$ cat config.mk
export PLATFORM = sky130hd
export DESIGN_NAME = stream_to_bram_flat
export DESIGN_NICKNAME = d
export VERILOG_FILES = /design/src/rtl/stream_to_bram_pkg.sv /design/src/rtl/stream_to_bram_if.sv /design/src/rtl/stream_to_bram_orbit_edge_detect.sv /design/src/rtl/stream_to_bram.sv /design/src/flat_wrapper.sv
export SDC_FILE = /design/constraint.sdc
export NUM_CORES = 1
export LEC_CHECK = 0
export ABC_AREA = 1
export CAP_MARGIN = 40
export CELL_PAD_IN_SITES_DETAIL_PLACEMENT = 0
export CELL_PAD_IN_SITES_GLOBAL_PLACEMENT = 2
export CORE_MARGIN = 2
export CORE_UTILIZATION = 20
export CTS_CLUSTER_SIZE = 14
export DETAILED_ROUTE_END_ITERATION = 10
export GPL_TIMING_DRIVEN = 0
export PLACE_DENSITY = 0.86
export SLEW_MARGIN = 15
export SYNTH_ARGS = -nofsm -noshare
export SYNTH_HDL_FRONTEND = slang
export SYNTH_SLANG_ARGS = --single-unit
$ cat constraint.sdc
create_clock -name clk -period 2.2 [get_ports clk]
set_input_delay 0.22 -clock clk [delete_from_list [all_inputs] [get_ports clk]]
set_output_delay 0.22 -clock clk [all_outputs]
set_load 0.05 [all_outputs]
$ cat src/rtl/stream_to_bram_pkg.sv
// stream_to_bram_pkg: shared types and constants for the stream-to-BRAM capture block.

package stream_to_bram_pkg;

    // Capture controller states.
    typedef enum logic [1:0] {
        IDLE    = 2'd0,
        ARMED   = 2'd1,
        CAPTURE = 2'd2,
        DONE    = 2'd3
    } s2b_state_t;

    // Values of capture_mode.
    localparam logic MODE_IMMEDIATE = 1'b0;
    localparam logic MODE_ORBIT     = 1'b1;

endpackage

$ cat src/rtl/stream_to_bram_if.sv
// stream_to_bram_if: 32-bit AXI-stream beat bundle (data, valid, ready).
// master drives data/valid, slave (the capture block) drives ready.

interface stream_to_bram_if;

    logic [31:0] TDATA;
    logic        TVALID;
    logic        TREADY;

    modport master (
        output TDATA,
        output TVALID,
        input  TREADY
    );

    modport slave (
        input  TDATA,
        input  TVALID,
        output TREADY
    );

endinterface

$ cat src/rtl/stream_to_bram_orbit_edge_detect.sv
// stream_to_bram_orbit_edge_detect: registers the orbit sync level and
// produces a one-cycle pulse on its rising edge.

module stream_to_bram_orbit_edge_detect (
    input  logic clk_i,
    input  logic rst_ni,
    input  logic sync_i,
    output logic rise_o
);

    logic sync_q;

    // Delayed copy of the sync level, updated every cycle regardless of stream flow.
    always_ff @(posedge clk_i) begin
        if (!rst_ni) begin
            sync_q <= 1'b0;
        end else begin
            sync_q <= sync_i;
        end
    end

    assign rise_o = sync_i & ~sync_q;

endmodule

$ cat src/rtl/stream_to_bram.sv
// stream_to_bram: captures 32-bit stream beats into a BRAM write port, starting
// immediately or on an orbit-sync rising edge, and stops after a programmed word count.
// Optional feature macro STREAM_TO_BRAM_ORBIT_COUNT_EN adds capture_orbits[15:0], a
// saturating count of orbit edges seen while capturing.

module stream_to_bram
    import stream_to_bram_pkg::*;
#(
    parameter  int unsigned MEM_DEPTH = 2048,
    localparam int unsigned AW        = $clog2(MEM_DEPTH)
) (
    input  logic                clk,
    input  logic                aresetn,
    input  logic                arm,
    input  logic                abort,
    input  logic                capture_mode,
    input  logic [15:0]         capture_len,
    input  logic                fc_orbitSync,
    stream_to_bram_if.slave     data_stream,
    output logic                bram_CLK,
    output logic                bram_RST,
    output logic                bram_EN,
    output logic [3:0]          bram_WE,
    output logic [31:0]         bram_ADDR,
    output logic [31:0]         bram_DIN,
    output logic                busy,
    output logic                done,
    output logic [AW:0]         words_captured
`ifdef STREAM_TO_BRAM_ORBIT_COUNT_EN
    ,
    output logic [15:0]         capture_orbits
`endif
);

    typedef logic [AW:0]   cnt_t;
    typedef logic [AW-1:0] ptr_t;

    s2b_state_t state_q;
    logic       mode_q;
    cnt_t       len_q;
    ptr_t       word_ptr_q;
    cnt_t       words_q;
    logic       tready_q;
    logic       busy_q;
    logic       done_q;

    logic       orbit_rise;
    logic       trigger;
    logic       accept;
    logic       write_en;
    logic       last_write;
    logic       arm_take;
    cnt_t       len_eff;
    cnt_t       words_inc;

    stream_to_bram_orbit_edge_detect u_orbit_edge_detect (
        .clk_i  (clk),
        .rst_ni (aresetn),
        .sync_i (fc_orbitSync),
        .rise_o (orbit_rise)
    );

    // Effective capture length: zero or anything beyond the memory means full depth.
    always_comb begin
        if (capture_len == 16'd0 || 32'(capture_len) > MEM_DEPTH) begin
            len_eff = cnt_t'(MEM_DEPTH);
        end else begin
            len_eff = cnt_t'(capture_len);
        end
    end

    // Handshake decode: which beat is written this cycle and what it completes.
    always_comb begin
        trigger  = (mode_q == MODE_ORBIT) ? orbit_rise : 1'b1;
        accept   = data_stream.TVALID & tready_q;
        write_en = 1'b0;
        // abort wins over any write in the same cycle
        if (accept && !abort) begin
            if (state_q == CAPTURE || (state_q == ARMED && trigger)) begin
                write_en = 1'b1;
            end
        end
        words_inc  = words_q + cnt_t'(1);
        last_write = write_en && (words_inc == len_q);
        arm_take   = arm && !abort && (state_q == IDLE || state_q == DONE);
    end

    // Control FSM: state, latched configuration and registered status flags.
    always_ff @(posedge clk) begin
        if (!aresetn) begin
            state_q <= IDLE;
            mode_q  <= MODE_IMMEDIATE;
            len_q   <= '0;
            busy_q  <= 1'b0;
            done_q  <= 1'b0;
        end else if (abort) begin
            state_q <= IDLE;
            busy_q  <= 1'b0;
            done_q  <= 1'b0;
        end else begin
            unique case (state_q)
                IDLE, DONE: begin
                    if (arm) begin
                        state_q <= ARMED;
                        mode_q  <= capture_mode;
                        len_q   <= len_eff;
                        busy_q  <= 1'b1;
                        done_q  <= 1'b0;
                    end
                end
                ARMED: begin
                    if (trigger) begin
                        if (last_write) begin
                            state_q <= DONE;
                            busy_q  <= 1'b0;
                            done_q  <= 1'b1;
                        end else begin
                            state_q <= CAPTURE;
                        end
                    end
                end
                CAPTURE: begin
                    if (last_write) begin
                        state_q <= DONE;
                        busy_q  <= 1'b0;
                        done_q  <= 1'b1;
                    end
                end
                default: begin
                    state_q <= IDLE;
                    busy_q  <= 1'b0;
                    done_q  <= 1'b0;
                end
            endcase
        end
    end

    // Datapath: stream ready, write pointer and captured-word counter.
    always_ff @(posedge clk) begin
        if (!aresetn) begin
            tready_q   <= 1'b0;
            word_ptr_q <= '0;
            words_q    <= '0;
        end else begin
            tready_q <= 1'b1;
            if (arm_take) begin
                word_ptr_q <= '0;
                words_q    <= '0;
            end else if (write_en) begin
                words_q <= words_inc;
                // Hold on the final word so a full-depth capture never wraps the pointer
                if (!last_write) begin
                    word_ptr_q <= word_ptr_q + ptr_t'(1);
                end
            end
        end
    end

`ifdef STREAM_TO_BRAM_ORBIT_COUNT_EN
    logic [15:0] orbits_q;

    // Saturating count of orbit edges while capturing; the trigger edge occurs in ARMED.
    always_ff @(posedge clk) begin
        if (!aresetn) begin
            orbits_q <= 16'd0;
        end else if (arm_take) begin
            orbits_q <= 16'd0;
        end else if (state_q == CAPTURE && orbit_rise && orbits_q != 16'hFFFF) begin
            orbits_q <= orbits_q + 16'd1;
        end
    end

    assign capture_orbits = orbits_q;
`endif

    assign data_stream.TREADY = tready_q;

    assign bram_CLK  = clk;
    assign bram_RST  = ~aresetn;
    assign bram_EN   = write_en;
    assign bram_WE   = {4{write_en}};
    assign bram_ADDR = {{(30 - AW){1'b0}}, word_ptr_q, 2'b00};
    assign bram_DIN  = data_stream.TDATA;

    assign busy           = busy_q;
    assign done           = done_q;
    assign words_captured = words_q;

endmodule

$ cat src/flat_wrapper.sv
// flat-port wrapper written by rule: the top's interface ports become plain ports
module stream_to_bram_flat import stream_to_bram_pkg::*;
#(
    parameter  int unsigned MEM_DEPTH = 2048,
    localparam int unsigned AW        = $clog2(MEM_DEPTH)
)
  (clk, aresetn, arm, abort, capture_mode, capture_len, fc_orbitSync, bram_CLK, bram_RST, bram_EN, bram_WE, bram_ADDR, bram_DIN, busy, done, words_captured, data_stream_TDATA, data_stream_TVALID, data_stream_TREADY);
  stream_to_bram_if data_stream_i ();
  input  logic clk;
  input  logic aresetn;
  input  logic arm;
  input  logic abort;
  input  logic capture_mode;
  input  logic [15:0] capture_len;
  input  logic fc_orbitSync;
  output logic bram_CLK;
  output logic bram_RST;
  output logic bram_EN;
  output logic [3:0] bram_WE;
  output logic [31:0] bram_ADDR;
  output logic [31:0] bram_DIN;
  output logic busy;
  output logic done;
  output logic [AW:0] words_captured;
  input wire logic [$bits(data_stream_i.TDATA)-1:0] data_stream_TDATA;
  input wire logic [$bits(data_stream_i.TVALID)-1:0] data_stream_TVALID;
  output wire logic [$bits(data_stream_i.TREADY)-1:0] data_stream_TREADY;
  assign data_stream_i.TDATA = data_stream_TDATA;
  assign data_stream_i.TVALID = data_stream_TVALID;
  assign data_stream_TREADY = data_stream_i.TREADY;
  stream_to_bram #(.MEM_DEPTH(MEM_DEPTH)) u_core (.clk(clk), .aresetn(aresetn), .arm(arm), .abort(abort), .capture_mode(capture_mode), .capture_len(capture_len), .fc_orbitSync(fc_orbitSync), .data_stream(data_stream_i), .bram_CLK(bram_CLK), .bram_RST(bram_RST), .bram_EN(bram_EN), .bram_WE(bram_WE), .bram_ADDR(bram_ADDR), .bram_DIN(bram_DIN), .busy(busy), .done(done), .words_captured(words_captured));
endmodule
### Yosys cells after proc, flatten, opt, wreduce, memory -nomap -nowiden

Index checks and enable logic that the tools add are counted.

| storage, ports and cells | value |
|---|---|
| register bits after elaboration | 42 |
| bits of input ports | 55 |
| output and inout bits | 86 |

| operators by class | value |
|---|---|
| add/subtract/negate cells | 2 |
| $lt $le $gt $ge | 1 |
| eq/ne operators | 7 |
| multiplexer cells | 18 |
| bitwise logic cells | 6 |
| reductions and logical operators | 18 |

Operators with widths:

| kind | count |
|---|---|
| 16-bit by 12-bit > comparator with 1-bit output (second input constant) | 1 |
| 16-bit logical NOT | 1 |
| 12-bit by 1-bit adder with 12-bit output (second input constant) | 1 |
| 12-bit equality test | 1 |
| 12-bit two-way mux | 1 |
| 11-bit by 1-bit adder with 11-bit output (second input constant) | 1 |
| 1-bit two-way mux | 11 |
| 2-bit two-way mux | 3 |
| 1-bit one-hot mux with 3 select lines | 2 |
| 2-bit one-hot mux with 3 select lines | 1 |
| 3-bit AND reduction | 2 |
| 2-bit OR reduction | 3 |
| 1-bit logical AND | 5 |
| 2-bit equality test (second input constant) | 2 |
| 2-bit by 1-bit inequality test with 1-bit output (second input constant) | 2 |
| 1-bit NOT | 4 |
| 2-bit AND reduction | 2 |
| 1-bit logical OR | 3 |
| 1-bit AND | 2 |
| 2-bit by 1-bit equality test with 1-bit output (second input constant) | 1 |
| 2-bit logical NOT | 1 |
| 2-bit inequality test (second input constant) | 1 |
| 1-bit logical NOT | 1 |

### Longest topological paths before layout

Gate-level depths: netlist of the first run.

| depth | value |
|---|---|
| depth in word-level cells | 11 |
| depth in mapped cells | 16 |

### By module

A second synthesis of the first run with hierarchy kept.

| unflattened totals | value |
|---|---|
| cells, all modules | 409 |
| area, all modules | 2778.9 um2 |

Modules (own cells, without submodules):

| module | instances | cells each | area an instance (um2) | seq. area each (um2) |
|---|---|---|---|---|
| stream_to_bram | 1 | 404 | 2741.4 | 820.8 |
| stream_to_bram_orbit_edge_detect | 1 | 5 | 37.5 | 20.0 |

==> impl_metrics.toml, run 1 <==
[logic_synthesis]
synthTopCellsByCount = "nand2_1 (91), inv_1 (61), buf_4 (58)"
syn_avg_cell_area_um2 = 6.66
synth_top_cells_by_area = "dfxtp_1 (30%), buf_4 (16%), nand2_1 (12%), inv_1 (8.3%), nand3_1 (6.9%)"
synth-edff-count = 0
async_reset_ff_share_pct = 0
syn_area_mm2 = 0.00276
synth_top_area_cell = "dfxtp_1"
post_synth_num_cell_types = 30
yosysMostFrequentCell = "nand2_1"
synth_top_area_share_pct = 30.5
ys.flop_type = "dfxtp_1"
yosys_register_bits = 42
synthCells = 414
seq_area_frac_synth_pct = 30.5
yosysWarningCount = 0

[pwr]
p_leak_uw = 0.00181
peakVddDrop_v = 0.000406
powerDensity_mw_per_mm2 = 587

[critical_path]
path_max_fanout = 2
worstPathCellList = "clkbuf_16 -> clkbuf_16 -> buf_4 -> dlygate4sd2_1"
r2r_setup_slack_ns = 0.14
path_buf_inv = 4
cp_slowest_stage_delay_ns = 0.41
arrival_ns = 1.87
path_class = "clk -> out"
rr_worst_depth = 13
crit_top_cell = "clkbuf_16"
worstReg2RegStart = "u_core.words_captured[0]"
cp-startpoint = "clk"
cp.required_ns = 1.98
cp.depth = 4
endpoint = "bram_CLK"
worst_path_max_delay_cell = "dlygate4sd2_1"
cp_top_family = "buffers and inverters"
r2r_end = "u_core.word_ptr_q[10]"
end_kind = "primary output"
start_kind = "clock port"

[hold_path]
min_path_type = "in -> reg"

[clock_network]
clkSlewWorstSetupHoldPaths_ns = 0.06
cts_tree = "done"
cts-hold-fix-buffers = 0
clk_latency_ns = 0.40

[job]
cap_violations = 0

[route]
wl_met2_mm = 3.70
drt-total-wl_mm = 7.97
ant_nets = 0
met1_length_mm = 3.55
wire_per_inst_um = 11.1
wl_met3_um = 577
num_vias = 2836
routed_via_density = 3.97
top_layer = "met4"
detail_route.iter0.violations = 121
drtPass1Iterations = 4
drc = 0

[die]
die_h_um = 121
row_count = 42
core_region_area_mm2 = 0.0133
die_w_um = 121
dieArea_mm2 = 0.0148
initial_core_util_pct = 20.7
io_pins = 141

[placed_design]
dp_cells = 697
place_congestion = 0.797
post_dp_cell_area_mm2 = 0.00393
dp_hpwl_mm = 6.05
post-place-ws_ns = -1.21
portBuffers = 87

[layout]
stdcell_count = 715
fin_area_mm2 = 0.00433
diodes = 0
fillerInstances = 1463
area_growth_pct = 56.8
multiInputGateArea_mm2 = 0.00138
layout-drive-gt1-share_pct = 22.6
finalNetCount = 597
seqCellArea_um2 = 855

[sta]
clock_skew_ns = 0.0103
worst_pin_slew_ns = 0.646
layout_setup_ws_ns = 0.107
whs_ns = 0.327
hold_viol_final = 0
finalSetupViolCount = 0
final_max_slew_viol_count = 0
slew_headroom_pct = 57.0

[global_routing]
grt_max_degree = 15
grt_pass1_vias = 2539
grt_overflow = 0
antenna_found_initial = 0
track_usage_pct = 10.9
grt_first_pass_wirelength_mm = 12.6

[status]
status = "finished, final reports clean"
-- registers in the layout, indices dropped and copies added (netlist names) --
signal	count
u_core.mode_q	1
u_core.done	1
u_core.word_ptr_q	11
u_core.state_q	2
u_core.busy	1
u_core.len_q	12
u_core.words_captured	12
u_core.u_orbit_edge_detect.sync_q	1
u_core.data_stream.TREADY	1
-- per-stage QoR --
| stage | power (uW) | TNS, ns | util, % |
|---|---|---|---|
| CTS | 2580 | 0 | 31.4 |
| detailed placement | 1440 | -9.68 | 29.4 |
| global placement | 1440 | -9.83 | 29.4 |
| global route | 2650 | -0.0544 | 32.4 |
| floorplan | 1260 | 0 | - |
| finish | 2540 | 0 | 32.4 |
-- timing repair --
item | in CTS | in global routing
setup buffers | 2 | 5
pin swaps | 1 | 7
gates cloned | 0 | 1
resized for setup | 39 | 31
endpoints found under the setup margin | 26 | 33
-- layout by cell type, fill, tap and decap left out, types with 3 or more instances in the layout --
cell	synthesis	layout
o22ai_1	9	9
nor2_1	26	22
xor2_1	5	5
clkbuf_1	5	3
o21ai_0	17	15
buf_4	58	69
nor2_2	3	3
inv_2	1	3
a21oi_1	23	23
clkdlybuf4s50_1	0	81
dfxtp_2	0	5
o21ai_1	1	3
nand3_1	38	33
clkbuf_16	0	8
dfxtp_1	42	35
nor3_1	7	7
nand2_1	91	88
conb_1	1	21
nand2_2	3	5
nand3_2	0	4
inv_1	61	59
nor2_4	4	8
-- worst min-delay path by stage --
stage	slack [ns]	cells after the start	from	end
after global routing	0.33	1	aresetn	u_core.data_stream.TREADY
after CTS	0.32	1	aresetn	u_core.data_stream.TREADY
final	0.33	1	aresetn	u_core.data_stream.TREADY
after detailed placement	0.45	2	u_core.done	u_core.done
after floorplan	0.25	0	aresetn	u_core.data_stream.TREADY
after global placement	0.45	2	u_core.done	u_core.done
-- kinds of logic after synthesis --
family	Yosys count	share of synthesized area, %
DFF	42	30.5
xor gates and xnor gates	7	2.22
buffers and inverters	127	25.5
AOI/OAI and AO/OA	56	11.1
other	1	0.136
and+or+nand+nor	177	28.8
adders and majority gates	4	1.81
-- layer usage --
metal / global-route usage (%) / vias to the layer above
met2: 17.3 / 102
met5: 0 / -
li1: - / 1477
met1: 14.0 / 1249
met3: 2.68 / 8
met4: 4.89 / 0
-- final cells by class --
cell class	count	area share, %
buffer	64	11.0
clock buffer	9	4.83
clock inverter	3	1.01
inverter	62	5.38
multi-input combinational	265	31.9
sequential	42	19.8
tap	176	5.09
timing repair buffer	94	21.0
-- where the power goes --
part           internal [uW]  leakage [uW]  switching [uW]  total [uW]
clock                    808      0.000131             439        1250
combinational            191       0.00133             323         514
sequential               769      0.000344            9.45         779
total                   1770       0.00181             771        2540
(Power assumes the default switching activity.)
==> inputs of run 2 (changes only) <==
--- a/config.mk
+++ b/config.mk
@@ -9,11 +9,10 @@
 export CAP_MARGIN = 40
 export CELL_PAD_IN_SITES_DETAIL_PLACEMENT = 0
 export CELL_PAD_IN_SITES_GLOBAL_PLACEMENT = 2
-export CORE_MARGIN = 2
+export CORE_MARGIN = 1
 export CORE_UTILIZATION = 20
 export CTS_CLUSTER_SIZE = 14
 export DETAILED_ROUTE_END_ITERATION = 10
-export GPL_TIMING_DRIVEN = 0
 export PLACE_DENSITY = 0.86
 export SLEW_MARGIN = 15
 export SYNTH_ARGS = -nofsm -noshare
==> run 2 against run 1 <==
Setup slack better by 0.030 ns. Utilization is 5.1 points lower. First-iteration DRC count shrank 24%. Routed wire length shrank 12%. Sequential share of layout area up 3.5 points. Final area down 16%. Total power shrank 11%. Critical path type is now reg -> reg. Critical endpoint is now u_core.state_q[0].
==> impl_metrics.toml, run 2 (synthesis results as in run 1) <==
[layout]
layout-drive-gt1-share_pct = 13.0
diodes = 0
mostFrequentLayoutCell = "nand2_1"
finalNetCount = 511
area_growth_pct = 32.0
final_cell_mix = "nand2_1 (90), inv_1 (60), clkdlybuf4s50_1 (48), dfxtp_1 (39), nand3_1 (36)"

[global_routing]
gr-usage-met2_pct = 15.5
grt_first_pass_wirelength_mm = 11.5
track_usage_pct = 10.2
grt_overflow = 0
grt_pass1_vias = 2371
gr-usage-met1_pct = 13.2
busiest_layer = "met2"
grtUsageMet3_pct = 3.11
grt_max_degree = 23
antenna_found_initial = 0

[pwr]
total_power_uw = 2260
clkPwrFrac_pct = 53.3
p_leak_uw = 0.00141
seqPwrFrac_pct = 34.5
p_comb_share_pct = 12.2
p_switching_uw = 617
p_int_uw = 1640
peakVddDrop_v = 0.000380
swShare_pct = 27.3
powerDensity_mw_per_mm2 = 620

[sta]
worst_pin_slew_ns = 0.793
max_freq_mhz = 485
slew_headroom_pct = 47.1
rsz0062_at_grt = "yes"
whs_ns = 0.319
hold_viol_final = 0
timing.final.crit_share_pct = 93.8
finalSetupViolCount = 0
final_max_slew_viol_count = 0
clock_skew_ns = 0.00639
min_period_ns = 2.06

[critical_path]
path_max_fanout = 5
worstReg2RegStart = "u_core.words_captured[0]"
start_kind = "flop"
end_kind = "flop"
cp.required_ns = 2.49
path_class = "reg -> reg"
rr_worst_depth = 15
r2r_setup_slack_ns = 0.14
arrival_ns = 2.36
r2r_end = "u_core.state_q[0]"

[placed_design]
place_congestion = 0.757
dp_hpwl_mm = 5.27
portBuffers = 55

[clock_network]
cts_tree = "done"
clkSlewWorstSetupHoldPaths_ns = 0.06
cts-hold-fix-buffers = 0
clk_latency_ns = 0.40

[die]
row_count = 42
io_pins = 141
dieArea_mm2 = 0.0143
die_w_um = 119
die_h_um = 119
core_region_area_mm2 = 0.0133
initial_core_util_pct = 20.7

[hold_path]
hp-start = "aresetn"
hold_path_end = "u_core.data_stream.TREADY"
min_path_type = "in -> reg"
min_delay_path_depth = 1

[route]
drtPass1Iterations = 4
ant_nets = 0
drc = 0
detail_route.iter0.violations = 92
drt-total-wl_mm = 7.05
wire_per_inst_um = 11.2
num_vias = 2487
routed_via_density = 3.95

[job]
cap_violations = 0

[status]
status = "finished, final reports clean"
-- run 2: final cells by class --
| type | instances | area (um2) |
|---|---|---|
| Clock buffer | 10 | 213 |
| Clock inverter | 2 | 37.5 |
| Fill cell | 1519 | 9710 |
| Inverter | 62 | 235 |
| Multi-Input combinational cell | 266 | 1350 |
| Sequential cell | 42 | 847 |
| Tap cell | 176 | 220 |
| Timing Repair Buffer | 71 | 741 |
-- run 2: worst max path at each step --
stage | start | to | slack, ns | depth (start not counted)
after floorplan | u_core.words_captured[2] | u_core.word_ptr_q[1] | 0.05 | 12
after global placement | u_core.words_captured[1] | u_core.word_ptr_q[9] | 0.11 | 14
after detailed placement | u_core.words_captured[1] | u_core.word_ptr_q[10] | 0.05 | 14
after CTS | u_core.words_captured[1] | u_core.word_ptr_q[10] | 0.04 | 14
after global routing | u_core.words_captured[0] | u_core.state_q[0] | -0.07 | 16
final | u_core.words_captured[0] | u_core.state_q[0] | 0.14 | 15
-- run 2: repair_timing --
action	in CTS	in global routing
setup buffers	0	6
setup endpoints to repair	1	19
cloned	0	1
pin swaps	0	6
gates resized for setup	1	16
endpoints found under the hold margin	0	0
-- run 2: power groups by stage --
stage / Sequential, uW / Clock (uW) / Combinational, uW
after floorplan: 815 / 98.0 / 349
after global placement: 797 / 105 / 270
after detailed placement: 797 / 105 / 270
after CTS: 780 / 1240 / 270
after global routing: 780 / 1270 / 297
final: 779 / 1200 / 275
-- run 2: layer usage --
layer | vias up | share of wire, %
met1 | 1087 | 49
met4 | 0 | 1.3
met3 | 13 | 5.9
met5 | - | 0
met2 | 72 | 43
li1 | 1315 | -
-- run 2: critical path: stages, from the launching register on --
cell and delay [ns]:
dfxtp_2 0.37, ha_4 0.16, nand3_2 0.12, nor2_4 0.17
buf_12 0.12, nand3_1 0.08, nand3_1 0.10, nand2_1 0.05
nor2_1 0.14, nand2_2 0.08, nor2_4 0.17, nand3_4 0.11
nand2_1 0.07, nand2_1 0.08, nor2_2 0.09, nor2_1 0.04
-- run 2: per-stage QoR --
step           instance area [um2]  std cells  setup TNS, ns  util [%]  worst slack (ns)
6_report                      3640        629              0      27.3             0.137
5_1_grt                       3640        629         -0.124      27.3           -0.0707
4_1_cts                       3520        622              0      26.4            0.0398
3_5_place_dp                  3280        611              0      24.6            0.0523
3_3_place_gp                  3280        611              0      24.6             0.114
2_1_floorplan                 2840        434              0         -            0.0468
==> inputs of run 3 (changes only) <==
--- a/config.mk
+++ b/config.mk
@@ -6,13 +6,13 @@
 export NUM_CORES = 1
 export LEC_CHECK = 0
 export ABC_AREA = 1
-export CAP_MARGIN = 40
 export CELL_PAD_IN_SITES_DETAIL_PLACEMENT = 0
 export CELL_PAD_IN_SITES_GLOBAL_PLACEMENT = 2
 export CORE_MARGIN = 1
 export CORE_UTILIZATION = 20
 export CTS_CLUSTER_SIZE = 14
 export DETAILED_ROUTE_END_ITERATION = 10
+export GPL_ROUTABILITY_DRIVEN = 0
 export PLACE_DENSITY = 0.86
 export SLEW_MARGIN = 15
 export SYNTH_ARGS = -nofsm -noshare
==> results of run 3 <==
Same layout as run 2: the final DEF is identical, and so are final timing and power.
